### config.mk
export PLATFORM = sky130hd
export DESIGN_NAME = led_packet_parser
export DESIGN_NICKNAME = d
export VERILOG_FILES = /design/src/rtl/led_packet_parser.sv
export SDC_FILE = /design/constraint.sdc
export NUM_CORES = 1
export LEC_CHECK = 0
export CORE_ASPECT_RATIO = 0.9
export CORE_UTILIZATION = 57
export DETAILED_ROUTE_END_ITERATION = 16
export DONT_BUFFER_PORTS = 1
export GPL_TIMING_DRIVEN = 1
export MAX_ROUTING_LAYER = met4
export PLACE_DENSITY = 0.75
export SLEW_MARGIN = 20
export SYNTH_ARGS = -nofsm -noshare
export SYNTH_HDL_FRONTEND = slang
export SYNTH_SLANG_ARGS = --single-unit
### constraint.sdc
create_clock -name clock_12mhz -period 1.7 [get_ports clock_12mhz]
set_clock_uncertainty 0.05 [all_clocks]
set_input_delay 0.17 -clock clock_12mhz [delete_from_list [all_inputs] [get_ports clock_12mhz]]
set_output_delay 0.17 -clock clock_12mhz [all_outputs]
set_load 0.02 [all_outputs]
### src/rtl/led_packet_parser.sv
// Framed UART command parser: decodes SYNC/ADDR/COUNT/GRB.../CHECK packets
// and issues one 24-bit colour write per LED to the LED memory write port.
module led_packet_parser #(
  parameter int         ADDRESS_WIDTH  = 9,
  parameter int         TIMEOUT_CYCLES = 120000,
  parameter logic [7:0] SYNC_BYTE      = 8'hAA
) (
  input  logic                     clock_12mhz,
  input  logic                     reset,
  input  logic [7:0]               rx_data,
  input  logic                     rx_data_ready,
  output logic                     perform_write,
  output logic [ADDRESS_WIDTH-1:0] write_address,
  output logic [23:0]              write_data,
  output logic                     frame_done,
  output logic                     checksum_error,
  output logic                     timeout_error,
  output logic                     busy
);

  localparam logic [2:0] ST_IDLE    = 3'd0;
  localparam logic [2:0] ST_ADDR_HI = 3'd1;
  localparam logic [2:0] ST_ADDR_LO = 3'd2;
  localparam logic [2:0] ST_COUNT   = 3'd3;
  localparam logic [2:0] ST_DATA    = 3'd4;
  localparam logic [2:0] ST_CHECK   = 3'd5;

  localparam int              TW           = (TIMEOUT_CYCLES > 2) ? $clog2(TIMEOUT_CYCLES) : 1;
  localparam logic [TW-1:0]   TIMEOUT_LAST = TW'(TIMEOUT_CYCLES - 1);

  logic                     rdy_meta_q, rdy_sync_q, rdy_prev_q;
  logic                     byte_accept;

  logic [2:0]               state_q, state_d;
  logic [ADDRESS_WIDTH-1:0] addr_q, addr_d;
  logic [7:0]               led_cnt_q, led_cnt_d;
  logic [1:0]               byte_idx_q, byte_idx_d;
  logic [7:0]               g_q, g_d, r_q, r_d;
  logic [7:0]               acc_q, acc_d;
  logic [TW-1:0]            to_cnt_q, to_cnt_d;
  logic                     wr_q, wr_d;
  logic [ADDRESS_WIDTH-1:0] wr_addr_q, wr_addr_d;
  logic [23:0]              wr_data_q, wr_data_d;
  logic                     done_q, done_d, cerr_q, cerr_d, terr_q, terr_d;

  // Stages reset high so a level already asserted during reset never looks like a new rising edge.
  always_ff @(posedge clock_12mhz) begin
    if (reset) begin
      rdy_meta_q <= 1'b1;
      rdy_sync_q <= 1'b1;
      rdy_prev_q <= 1'b1;
    end else begin
      rdy_meta_q <= rx_data_ready;
      rdy_sync_q <= rdy_meta_q;
      rdy_prev_q <= rdy_sync_q;
    end
  end

  assign byte_accept = rdy_sync_q & ~rdy_prev_q;

  always_comb begin
    state_d    = state_q;
    addr_d     = addr_q;
    led_cnt_d  = led_cnt_q;
    byte_idx_d = byte_idx_q;
    g_d        = g_q;
    r_d        = r_q;
    acc_d      = acc_q;
    to_cnt_d   = to_cnt_q;
    wr_d       = 1'b0;
    wr_addr_d  = wr_addr_q;
    wr_data_d  = wr_data_q;
    done_d     = 1'b0;
    cerr_d     = 1'b0;
    terr_d     = 1'b0;

    if (byte_accept) begin
      to_cnt_d = '0;
      case (state_q)
        ST_IDLE: begin
          if (rx_data == SYNC_BYTE) begin
            acc_d   = 8'h00;
            state_d = ST_ADDR_HI;
          end
        end
        ST_ADDR_HI: begin
          acc_d   = acc_q ^ rx_data;
          addr_d  = ADDRESS_WIDTH'({rx_data, 8'h00});
          state_d = ST_ADDR_LO;
        end
        ST_ADDR_LO: begin
          acc_d   = acc_q ^ rx_data;
          addr_d  = addr_q | ADDRESS_WIDTH'(rx_data);
          state_d = ST_COUNT;
        end
        ST_COUNT: begin
          acc_d      = acc_q ^ rx_data;
          led_cnt_d  = rx_data;
          byte_idx_d = 2'd0;
          state_d    = (rx_data == 8'h00) ? ST_CHECK : ST_DATA;
        end
        ST_DATA: begin
          acc_d = acc_q ^ rx_data;
          case (byte_idx_q)
            2'd0: begin
              g_d        = rx_data;
              byte_idx_d = 2'd1;
            end
            2'd1: begin
              r_d        = rx_data;
              byte_idx_d = 2'd2;
            end
            default: begin
              wr_d       = 1'b1;
              wr_addr_d  = addr_q;
              wr_data_d  = {g_q, r_q, rx_data};
              addr_d     = addr_q + 1'b1;
              led_cnt_d  = led_cnt_q - 8'd1;
              byte_idx_d = 2'd0;
              if (led_cnt_q == 8'd1) state_d = ST_CHECK;
            end
          endcase
        end
        ST_CHECK: begin
          done_d  = (acc_q == rx_data);
          cerr_d  = (acc_q != rx_data);
          state_d = ST_IDLE;
        end
        default: state_d = ST_IDLE;
      endcase
    end else if (state_q != ST_IDLE) begin
      // A byte arriving on the expiry cycle wins; otherwise the open packet is abandoned.
      if (to_cnt_q == TIMEOUT_LAST) begin
        terr_d     = 1'b1;
        state_d    = ST_IDLE;
        byte_idx_d = 2'd0;
        to_cnt_d   = '0;
      end else begin
        to_cnt_d = to_cnt_q + 1'b1;
      end
    end
  end

  always_ff @(posedge clock_12mhz) begin
    if (reset) begin
      state_q    <= ST_IDLE;
      addr_q     <= '0;
      led_cnt_q  <= 8'h00;
      byte_idx_q <= 2'd0;
      g_q        <= 8'h00;
      r_q        <= 8'h00;
      acc_q      <= 8'h00;
      to_cnt_q   <= '0;
      wr_q       <= 1'b0;
      wr_addr_q  <= '0;
      wr_data_q  <= 24'h0;
      done_q     <= 1'b0;
      cerr_q     <= 1'b0;
      terr_q     <= 1'b0;
    end else begin
      state_q    <= state_d;
      addr_q     <= addr_d;
      led_cnt_q  <= led_cnt_d;
      byte_idx_q <= byte_idx_d;
      g_q        <= g_d;
      r_q        <= r_d;
      acc_q      <= acc_d;
      to_cnt_q   <= to_cnt_d;
      wr_q       <= wr_d;
      wr_addr_q  <= wr_addr_d;
      wr_data_q  <= wr_data_d;
      done_q     <= done_d;
      cerr_q     <= cerr_d;
      terr_q     <= terr_d;
    end
  end

  assign perform_write  = wr_q;
  assign write_address  = wr_addr_q;
  assign write_data     = wr_data_q;
  assign frame_done     = done_q;
  assign checksum_error = cerr_q;
  assign timeout_error  = terr_q;
  assign busy           = (state_q != ST_IDLE);

endmodule

==> After elaboration in Yosys (flattened, before gate mapping) <==
Index checks and enable logic that the tools add are counted.
{ "word_totals": {"ff_bits": 103, "wordCells": 91, "out_inout_bits": 38, "input_bits": 11} }
{ "classes": {"eq_ne": 17, "reduce_logical": 23, "n_mux": 22, "add_sub_neg": 3, "bitwise": 9} }
{ "ops": {"columns": ["op", "count"], "rows": [
  ["$pmux 8 s2", 2],
  ["$pmux 9 s3", 1],
  ["$reduce_and 3->1", 7],
  ["$mux 3", 6],
  ["$add 17x1->17 const B", 1],
  ["$eq 17x17->1 const B", 1],
  ["$mux 17", 1],
  ["$mux 8", 2],
  ["$pmux 3 s5", 1],
  ["$add 9x1->9 const B", 1],
  ["$mux 9", 1],
  ["$ne 3x3->1 const B", 3],
  ["$or 9x8->9", 1],
  ["$reduce_or 3->1", 3],
  ["$eq 8x1->1 const B", 1],
  ["$eq 8x8->1", 1],
  ["$eq 8x8->1 const B", 1],
  ["$logic_not 8->1", 1],
  ["$ne 8x8->1", 1],
  ["$pmux 2 s2", 2],
  ["$reduce_bool 2->1", 4],
  ["$sub 8x1->8 const B", 1],
  ["$xor 8x8->8", 1],
  ["$eq 3x2->1 const B", 2],
  ["other kinds (15)", 28]
]} }

==> Logic depth before layout (Yosys ltp) <==
Gate-level depths: netlist (run 1).
{ "depth": {"depth_word": 5, "depth_mapped": 7, "mapped_depth_nobuf": 6} }

==> Least setup slack after synthesis (run 1) <==
No wires, ideal clock.
{ "synth_path": {"kind": "flip-flop to flip-flop", "start": "register to_cnt_q[0]", "end": "register to_cnt_q[0]", "setup_time_ps": 117, "n_path_buf": 2, "period_less_slack_ps": 1813, "required_ps": 1533, "slack_ps": -113, "arrival_ps": 1646, "path_stages_with_launch": 8, "cell_sequence": "dfxtp_1 > ha_1 > nand2_1 > or3_1 > buf_2 > o21bai_1 > buf_2 > nor2_1"} }
{ "synth_via": {"elab_chain_len": 2, "word_cells_on_any_way": 3, "classes_between": "add/sub (1); eq/ne (1); mux (1)"} }
{ "synth_rtl": {"columns": ["item", "line_no", "source"], "rows": [
  ["from (decl)", "40", "logic [TW-1:0] to_cnt_q, to_cnt_d;"],
  ["from (signal assigned)", "168", "to_cnt_q <= to_cnt_d;"],
  ["$add 17x1->17 or $eq 17x17->1 (tied branches)", "139, 133", null],
  ["$mux 17 (*)", "133", "if (to_cnt_q == TIMEOUT_LAST) begin"]
]} }
Every way passes the cells marked *; elsewhere a longest branch is shown, timed or not.
A chain may end at the register's enable or synchronous reset.

==> Worst setup path after layout (run 1) <==
{ "layout_path": {"start": "register state_q[2]", "end": "register led_cnt_q[7]"} }
{ "layout_via": {"elab_chain_len": 3, "word_cells_on_any_way": 6, "classes_between": "eq/ne (3); mux (1); reduce/logical (2)"} }
{ "layout_rtl": {"columns": ["item", "line_no", "source"], "rows": [
  ["from (decl)", "34", "logic [2:0] state_q, state_d;"],
  ["from (signal assigned)", "161", "state_q <= state_d;"],
  ["$eq 3x3->1 or $eq 3x2->1 (tied branches)", "79", "case (state_q)"],
  ["$ne 2x2->1 (no line) or $reduce_bool 2->1 (tied branches)", null, null],
  ["$reduce_and 3->1 (no line)", null, null],
  ["to (signal assigned)", "163", "led_cnt_q <= led_cnt_d;"],
  ["to (decl)", "36", "logic [7:0] led_cnt_q, led_cnt_d;"]
]} }
Several ways; a longest one is shown, not always the timed one.

==> out/results.tsv, run 1 <==
stage	metric	value	unit
cells_and_area	layout cell share with drive strength beyond 1	23.3	%
critical_path	R2R Setup Slk	-0.05	ns
synthesis	top cell type's share of synthesized area	44.2	%
clock_tree	CTS buffer count	9	
sta	Final TNS setup	-0.350	ns
critical_path	Worst EP arrival	2.02	ns
cells_and_area	most common library cell in the layout ignoring fill and taps	dfxtp_1	
power	logic gate share of total power	3.1	%
placed_design	weighted congestion at the end of routability-driven global placement	0.851	
global_routing	All-Layer GR Usage	29.2	%
placed_design	worst slack at placement	-0.0906	ns
sta	f_max	0.571	GHz
synthesis	Mapped Avg Cell Area	8.20	um2
cells_and_area	fill cell instance count of the final layout	566	
routing	number of vias after detailed routing	4482	
cells_and_area	area of the multi-input gates	0.00263	mm2
synthesis	cell types occupying the most area after synthesis	dfxtp_1, nand2_1, a21oi_1	
cells_and_area	post-route design area	0.00575	mm2
die	Die Outline Area	0.00855	mm2
critical_path	logic depth of the worst register-to-register path	7	
power	part of the power in the clock network	37.6	%
routing	detail-routed via count per cell	6.25	
synthesis	Yosys cell types	61	
sta	tightest slew margin relative to the limit	59.3	%
critical_path	critical-path maximum fanout	9	
power	P_int	3.04	mW
die	die height	87.8	um
routing	detailed-route wire length	12700	um
synthesis	part of the Yosys area used for sequential elements	44.2	%
min_path	hold crit path type	input port to register	
power	net switching power figure	1.02	mW
clock_tree	level count of the clock H-tree	3	
sta	PnR worst setup slack	-0.0521	ns
clock_tree	TritonCTS clock tree	yes	
cells_and_area	fin cells	717	
clock_tree	buffer type at the clock tree root	clkbuf_8	
routing	post-detailed-route wirelength per cell	17.7	um
cells_and_area	Final Net Count	631	
global_routing	global-route wire length before repair	19300	um
clock_tree	source-to-sink clock delay at the later pin of the worst-skew pair	0.38	ns
power	proportion of power drawn by flip-flops and latches	59.4	%
sta	final max-slew violation count	0	
outcome	violations in the final reports	hold timing, setup timing	
placed_design	HPWL reported at the end of detailed placement	7780	um
sta	crit share post-route	103	%
critical_path	Critical Path Sink Type	register	
critical_path	required time at the endpoint of the critical path	1.97	ns
critical_path	kind of critical path	register to register	
routing	# DRC	0	
die	die span in x	97.4	um
die	floorplan row count	30	
global_routing	antenna violations before repair	0	
global_routing	via count of the first global-routing pass	3966	
outcome	run status	complete, but fails checks	
synthesis	number of enable-type register cells in the synthesized netlist	0	
synthesis	cell taking the most area after synthesis	dfxtp_1	
global_routing	Congestion Overflow GR	0	
sta	Worst Hold Slack	-0.180	ns
synthesis	fraction of registers with async set or reset after synthesis	0	%
cells_and_area	area taken by flip-flops and latches	0.00208	mm2
power	P_leak	1.99	nW
min_path	worst hold path depth	1	
global_routing	maximum number of pins on one net before global-route repair	78	
synthesis	instance count of the mapped netlist	569	
sta	setup repair after global routing missed its margin	yes	
synthesis	post-synthesis instance area	0.00467	mm2
sta	final hold viol count	71	
clock_tree	TritonCTS Sinks	103	
cells_and_area	synth-to-layout area growth	23.2	%
routing	Iteration-0 DRC Markers	304	
synthesis	net count of the mapped netlist	584	
cells_and_area	final design utilization	74.4	%
cells_and_area	antenna fix cells	0	
clock_tree	worst-case clock buffer depth	2	
power	total power draw	4.06	mW
critical_path	crit start category	register	
die	initial standard-cell utilization of the core	60.4	%
synthesis	primary flip-flop cell chosen by synthesis mapping	dfxtp_1	
routing	number of detailed-routing iterations run before antenna repair	7	
sta	final critical path time including I/O delays and setup	1.75	ns
power	IR Drop Worst-Case VDD	0.465	mV
die	placeable core region	0.00773	mm2
synthesis	YS warnings	0	
job	max-capacitance violation count	0	
clock_tree	Hold-fix buffers, CTS	11	
synthesis	total of flip-flops plus latches after synthesis	103	
placed_design	post-placement cell count	681	
placed_design	input/output buffers	0	
power	switch share	25.1	%
die	Boundary Pins	49	
placed_design	placed inst area	0.00511	mm2
cells_and_area	commonest cells after routing, fill and taps aside	dfxtp_1, nand2_1, buf_4	
clock_tree	CTS clock-pin slew for the worst setup and hold paths	0.11	ns
routing	remaining antenna violation count after routing	0	
power	areal power density over the cells	707	mW/mm2
sta	number of failing setup endpoints in the final timing report	16	
sta	Tightest Pin Transition	0.606	ns
[worst paths after layout]
check              from              to
min               reset      state_q[2]
max reg2reg  state_q[2]    led_cnt_q[7]
min reg2reg      g_q[6]  write_data[22]
max          state_q[2]    led_cnt_q[7]
[flip-flops by register name, summed over array words and instances (netlist names)]
name	cells
frame_done	1
timeout_error	1
to_cnt_q	17
write_data	24
byte_idx_q	2
rdy_prev_q	1
rdy_meta_q	1
checksum_error	1
g_q	8
rdy_sync_q	1
write_address	9
r_q	8
led_cnt_q	8
addr_q	9
perform_write	1
state_q	3
acc_q	8
[Yosys cell counts, types with 4 or more instances]
library cell  number
nor3b_1            5
a31oi_1            8
dfxtp_1          103
nand2b_1          12
clkbuf_1          31
nand3_1           13
or3_1              5
and4_1             5
nand4_1            9
o31ai_1            5
nand3b_1           5
inv_1             11
o21ai_0           27
a21o_1             4
mux2i_1           16
nand2_1           90
nor2_1            48
nor4_1             6
xnor2_1           10
buf_2              9
xor2_1             4
o311ai_0           7
a21oi_1           62
nor3_1             6
a211oi_1           6
ha_1               4
or4_1              6
[worst max-delay path, stage by stage (launching register included)]
cell and delay, ns:
dfxtp_2 0.42, buf_4 0.16, nor3b_2 0.24, buf_4 0.20
buf_4 0.18, nor2_1 0.05, a41oi_1 0.20, o221a_2 0.21
[cells by family (layout without fill, tap and decap cells)]
| family | count (synthesis) | in the layout | synth area share (%) |
|---|---|---|---|
| muxes | 16 | 16 | 3.43 |
| adders and majority gates | 4 | 4 | 1.07 |
| buffers and inverters | 54 | 106 | 4.66 |
| and+or+nand+nor | 236 | 236 | 25.6 |
| AOI/OAI and AO/OA | 142 | 142 | 18.4 |
| DFF | 103 | 103 | 44.2 |
| xor gates and xnor gates | 14 | 14 | 2.63 |
[area by class of cell]
type / count / share of cell area (%)
inverters: 12 / 0.870
repair buffers: 78 / 12.0
clock inverters: 6 / 1.09
flip-flops and latches: 103 / 36.1
clock buffers: 10 / 2.22
multi-input cells: 412 / 45.6
well taps: 96 / 2.09
[repair_timing]
action / 4_1_cts / 5_1_grt
endpoints found under the setup margin: 40 / 60
cloned: 0 / 2
hold endpoints to repair: 83 / 73
pin swaps: 3 / 18
buffers inserted: 1 / 6
resized for setup: 8 / 71
[power by group through the flow]
stage | Sequential, mW | Combinational [mW] | Clock (mW)
floorplan | 2.47 | 0.0849 | 0
global placement | 2.47 | 0.0636 | 0
detailed placement | 2.47 | 0.0662 | 0
CTS | 2.42 | 0.103 | 1.54
global route | 2.41 | 0.129 | 1.62
finish | 2.41 | 0.125 | 1.53
[layer usage]
metal  routed length [um]  up-vias  global-route usage [%]
met3                 1030       36                    5.27
met1                 5350     2130                    37.5
met5                    0        -                       -
met2                 6020      209                    47.3
met4                  290        0                    8.96
li1                     -     2107                       -
No activity file was read; power rests on OpenSTA's default activity.
==> inputs of run 2 (changes only) <==
--- a/config.mk
+++ b/config.mk
@@ -10,6 +10,7 @@
 export DETAILED_ROUTE_END_ITERATION = 16
 export DONT_BUFFER_PORTS = 1
 export GPL_TIMING_DRIVEN = 1
+export HOLD_SLACK_MARGIN = 0.02
 export MAX_ROUTING_LAYER = met4
 export PLACE_DENSITY = 0.75
 export SLEW_MARGIN = 20
==> constraint.sdc (replaced) <==
create_clock -name clock_12mhz -period 1.4 [get_ports clock_12mhz]
set_clock_uncertainty 0.05 [all_clocks]
set_input_delay 0.14 -clock clock_12mhz [delete_from_list [all_inputs] [get_ports clock_12mhz]]
set_output_delay 0.14 -clock clock_12mhz [all_outputs]
set_load 0.02 [all_outputs]
==> out/results.tsv, run 2 <==
stage	metric	value	unit	change
clock_tree	CTS buffer count	9		unchanged
placed_design	weighted congestion at the end of routability-driven global placement	0.872		+2.4%
placed_design	input/output buffers	0		unchanged
synthesis	synthesized-area fraction occupied by adder cells	1.07	%	unchanged
synthesis	Mapped Avg Cell Area	8.20	um2	unchanged
clock_tree	TritonCTS Sinks	103		unchanged
clock_tree	level count of the clock H-tree	3		unchanged
synthesis	Yosys cell types	61		unchanged
placed_design	HPWL reported at the end of detailed placement	8270	um	+6.2%
sta	pin category terminating the worst setup path after the last repair	register input		
die	Boundary Pins	49		unchanged
synthesis	fraction of synthesized cell area in xor and xnor cells	2.63	%	unchanged
synthesis	cell types occupying the most area after synthesis	dfxtp_1, nand2_1, a21oi_1		
synthesis	multiplexer fraction of the synthesized cell area	3.43	%	unchanged
synthesis	cell taking the most area after synthesis	dfxtp_1		
synthesis	total of flip-flops plus latches after synthesis	103		unchanged
synthesis	library cell with the highest instance count after synthesis	dfxtp_1		
synthesis	instance count of the mapped netlist	569		unchanged
die	die height	87.8	um	unchanged
global_routing	All-Layer GR Usage	70.2	%	
synthesis	post-synthesis instance area	0.00467	mm2	unchanged
global_routing	Congestion Overflow GR	21		
die	initial standard-cell utilization of the core	60.4	%	unchanged
synthesis	fraction of registers with async set or reset after synthesis	0	%	unchanged
synthesis	main combinational cell family by area after synthesis	simple AND/OR/NAND/NOR gates		
synthesis	synthesized-area fraction occupied by and/or/nand/nor cells	25.6	%	unchanged
synthesis	primary flip-flop cell chosen by synthesis mapping	dfxtp_1		
synthesis	net count of the mapped netlist	584		unchanged
synthesis	number of enable-type register cells in the synthesized netlist	0		unchanged
outcome	Log Error	[ERROR GRT-0232] Routing congestion too high. Check the congestion heatmap in the GUI.		
clock_tree	worst-case clock buffer depth	2		unchanged
synthesis	top cell type's share of synthesized area	44.2	%	unchanged
clock_tree	buffer type at the clock tree root	clkbuf_8		
die	die span in x	97.4	um	unchanged
outcome	Halt Stage	global routing		
outcome	run status	aborted with a tool error		
global_routing	maximum number of pins on one net before global-route repair	78		
sta	worst endpoint left by the global-route repair_timing run	to_cnt_q[14]$_SDFFE_PP0P_/D		
synthesis	YS warnings	0		unchanged
synthesis	cell types with the highest counts after synthesis	dfxtp_1, nand2_1, a21oi_1, nor2_1, clkbuf_1		
die	floorplan row count	30		unchanged
synthesis	part of the Yosys area used for sequential elements	44.2	%	unchanged
synthesis	synthesized-area fraction occupied by ao, oa, aoi and oai cells	18.4	%	unchanged
==> run 2: cell counts after synthesis <==
No cell type changed its count.
==> run 2: cell families after synthesis <==
logic type | count (synthesis)
XOR/XNOR | 14
adder cells (fa/ha/maj) | 4
buffers and inverters | 54
flip-flops | 103
multiplexers | 16
AND/OR/NAND/NOR | 236
AO/OA/AOI/OAI | 142
==> run 2: repair_timing <==
action	CTS
gates resized for setup	156
endpoints found under the hold margin	83
setup endpoints to repair	100
buffers inserted	25
hold buffers	11
gates cloned	8
pin swaps	62
==> run 2: through the flow <==
stage / hold slack, ns / cell area (um2) / setup TNS (ns) / setup WS, ns / std cells
4_1_cts: -0.227 / 6640 / -13.55 / -0.273 / 771
3_5_place_dp: 0.173 / 5450 / -16.31 / -0.340 / 714
3_3_place_gp: 0.170 / 5450 / -12.50 / -0.302 / 714
2_1_floorplan: 0.194 / 4860 / -8.11 / -0.349 / 569
==> run 2: metal layers <==
metal | global-route usage (%) | GRT overflow
met4 | 71.8 | 11
met1 | 69.6 | 0
met2 | 92.2 | 9
met3 | 42.5 | 1
met5 | - | -
==> inputs of run 3 (changes only) <==
==> config.mk (replaced) <==
export PLATFORM = sky130hd
export DESIGN_NAME = led_packet_parser
export DESIGN_NICKNAME = d
export VERILOG_FILES = /design/src/rtl/led_packet_parser.sv
export SDC_FILE = /design/constraint.sdc
export NUM_CORES = 1
export LEC_CHECK = 0
export CORE_UTILIZATION = 40
export DETAILED_ROUTE_END_ITERATION = 16
export DONT_BUFFER_PORTS = 1
export GPL_TIMING_DRIVEN = 1
export PLACE_DENSITY_LB_ADDON = 0.15
export SLEW_MARGIN = 20
export SYNTH_ARGS = -nofsm -noshare
export SYNTH_HDL_FRONTEND = slang
export SYNTH_SLANG_ARGS = --single-unit
==> constraint.sdc (replaced) <==
create_clock -name clock_12mhz -period 1.8 [get_ports clock_12mhz]
set_clock_uncertainty 0.05 [all_clocks]
set_input_delay 0.18 -clock clock_12mhz [delete_from_list [all_inputs] [get_ports clock_12mhz]]
set_output_delay 0.18 -clock clock_12mhz [all_outputs]
set_load 0.02 [all_outputs]
==> out/results.tsv, run 3 (same netlist as run 1, synthesis figures left out) <==
stage	metric	value	unit	change
min_path	hold crit path type	input port to register		
cells_and_area	fill cell instance count of the final layout	1133		
critical_path	Worst EP arrival	1.96	ns	
global_routing	via count of the first global-routing pass	3663		
placed_design	worst slack at placement	-0.00843	ns	+0.332 ns
cells_and_area	most common library cell in the layout ignoring fill and taps	dfxtp_1		
cells_and_area	area taken by flip-flops and latches	0.00207	mm2	
die	Boundary Pins	49		unchanged
routing	Iteration-0 DRC Markers	279		
placed_design	HPWL reported at the end of detailed placement	7780	um	-5.9%
clock_tree	buffer type at the clock tree root	clkbuf_16		
clock_tree	CTS buffer count	9		unchanged
routing	remaining antenna violation count after routing	0		
critical_path	R2R Setup Slk	0.08	ns	
critical_path	required time at the endpoint of the critical path	2.04	ns	
power	P_leak	1.90	nW	
sta	final critical path time including I/O delays and setup	1.72	ns	
cells_and_area	Final Net Count	614		
routing	detailed-route wire length	12200	um	
clock_tree	Post-CTS Repair Setup Buffers	0		-100%
routing	number of detailed-routing iterations run before antenna repair	5		
clock_tree	worst-case clock buffer depth	2		unchanged
global_routing	most used routing layer	met2		
sta	crit share post-route	95.4	%	
cells_and_area	area of the multi-input gates	0.00241	mm2	
power	part of the power in the clock network	43.4	%	
critical_path	reg-to-reg startpoint	to_cnt_q[1]		
critical_path	Critical Path Sink Type	register		
die	die span in x	110	um	+13%
outcome	run status	finished, final reports clean		
critical_path	capture point of the worst reg-to-reg path	to_cnt_q[16]		
global_routing	grt met1 use	29.8	%	
sta	PnR worst setup slack	0.0826	ns	
cells_and_area	final design utilization	48.3	%	
power	net switching power figure	987	uW	
sta	Worst Hold Slack	0.00709	ns	
critical_path	crit start category	register		
clock_tree	CTS clock-pin slew for the worst setup and hold paths	0.07	ns	
global_routing	maximum number of pins on one net before global-route repair	76		
clock_tree	source-to-sink clock delay at the later pin of the worst-skew pair	0.35	ns	
placed_design	input/output buffers	0		unchanged
critical_path	critical-path maximum fanout	6		
critical_path	logic depth of the worst register-to-register path	5		
global_routing	global-route track usage on met2	31.4	%	
power	total power draw	4.26	mW	
routing	post-detailed-route wirelength per cell	16.3	um	
die	floorplan row count	39		+30%
power	proportion of power drawn by flip-flops and latches	53.5	%	
sta	f_max	0.582	GHz	
placed_design	weighted congestion at the end of routability-driven global placement	0.809		-7.2%
power	areal power density over the cells	776	mW/mm2	
power	switch share	23.2	%	
cells_and_area	commonest cells after routing, fill and taps aside	dfxtp_1, nand2_1, a21oi_1		
sta	final hold viol count	0		
global_routing	met3 Usage GRT	4.41	%	
routing	detail-routed via count per cell	5.61		
sta	setup repair after global routing missed its margin	yes		
die	initial standard-cell utilization of the core	41.0	%	-19 points
clock_tree	TritonCTS clock tree	yes		
die	Die Outline Area	0.0121	mm2	
die	placeable core region	0.0114	mm2	
critical_path	kind of critical path	register to register		
clock_tree	level count of the clock H-tree	3		unchanged
power	IR Drop Worst-Case VDD	0.524	mV	
global_routing	All-Layer GR Usage	21.2	%	
power	logic gate share of total power	3.1	%	
critical_path	Critical Path End	to_cnt_q[16]		
sta	number of failing setup endpoints in the final timing report	0		
global_routing	global-route wire length before repair	19200	um	
critical_path	timing startpoint of the critical path	to_cnt_q[1]		
global_routing	antenna violations before repair	0		
cells_and_area	antenna fix cells	0		
sta	Tightest Pin Transition	0.483	ns	
sta	final max-slew violation count	0		
cells_and_area	number of flip-flops under the largest register name	24		
job	max-capacitance violation count	0		
power	P_int	3.27	mW	
cells_and_area	layout cell share with drive strength beyond 1	14.9	%	
global_routing	Congestion Overflow GR	0		
die	die height	110	um	+25%
cells_and_area	synth-to-layout area growth	17.6	%	
routing	number of vias after detailed routing	4188		
sta	tightest slew margin relative to the limit	67.5	%	
clock_tree	TritonCTS Sinks	103		unchanged
routing	# DRC	0		
## run 3: worst min-delay path by stage
| stage | start | end | cells past startpoint |
|---|---|---|---|
| after floorplan | rx_data_ready | rdy_meta_q | 1 |
| after global placement | reset | write_data[5] | 1 |
| after detailed placement | reset | write_data[12] | 1 |
| after CTS | rx_data[6] | led_cnt_q[6] | 3 |
| after global routing | rx_data[1] | led_cnt_q[1] | 2 |
| final | rx_data[6] | led_cnt_q[6] | 3 |
## run 3: metrics by stage
stage,instance area [um2],std cells,setup TNS (ns)
finish,5490,747,0
floorplan,4670,569,0
global placement,5060,720,0
global route,5490,747,-0.000704
detailed placement,5060,720,-0.00843
CTS,5460,747,0
## run 3: layer usage
layer / wire length, um / vias to the layer above
met5: 0 / -
met4: 200 / 0
met3: 597 / 12
met2: 5370 / 91
met1: 6030 / 2009
li1: - / 2076
## run 3: cell type report
cell class | instances | area share, %
Clock buffer | 10 | 4.17
Clock inverter | 6 | 0.798
Inverter | 12 | 0.821
Multi-Input combinational cell | 412 | 43.9
Sequential cell | 103 | 37.7
Tap cell | 143 | 3.26
Timing Repair Buffer | 61 | 9.30
## run 3: critical path, stage by stage (launching register included)
cell and delay, ns:
dfxtp_1 0.33, ha_2 0.18, nand2_1 0.07, or3_4 0.36, or4_4 0.52, a21oi_2 0.14
## run 3: repair_timing
action                                  CTS  global route
hold buffers                             11             0
pin swaps                                 0             1
resized for setup                         2             8
endpoints found under the hold margin    81             0
endpoints found under the setup margin    2            33
## run 3: power by group through the flow
stage	Combinational, mW	Clock (mW)	Sequential (mW)
after detailed placement	0.0618	0	2.33
after CTS	0.134	1.89	2.28
after floorplan	0.0796	0	2.33
after global routing	0.143	1.98	2.28
after global placement	0.0615	0	2.33
final	0.133	1.85	2.28
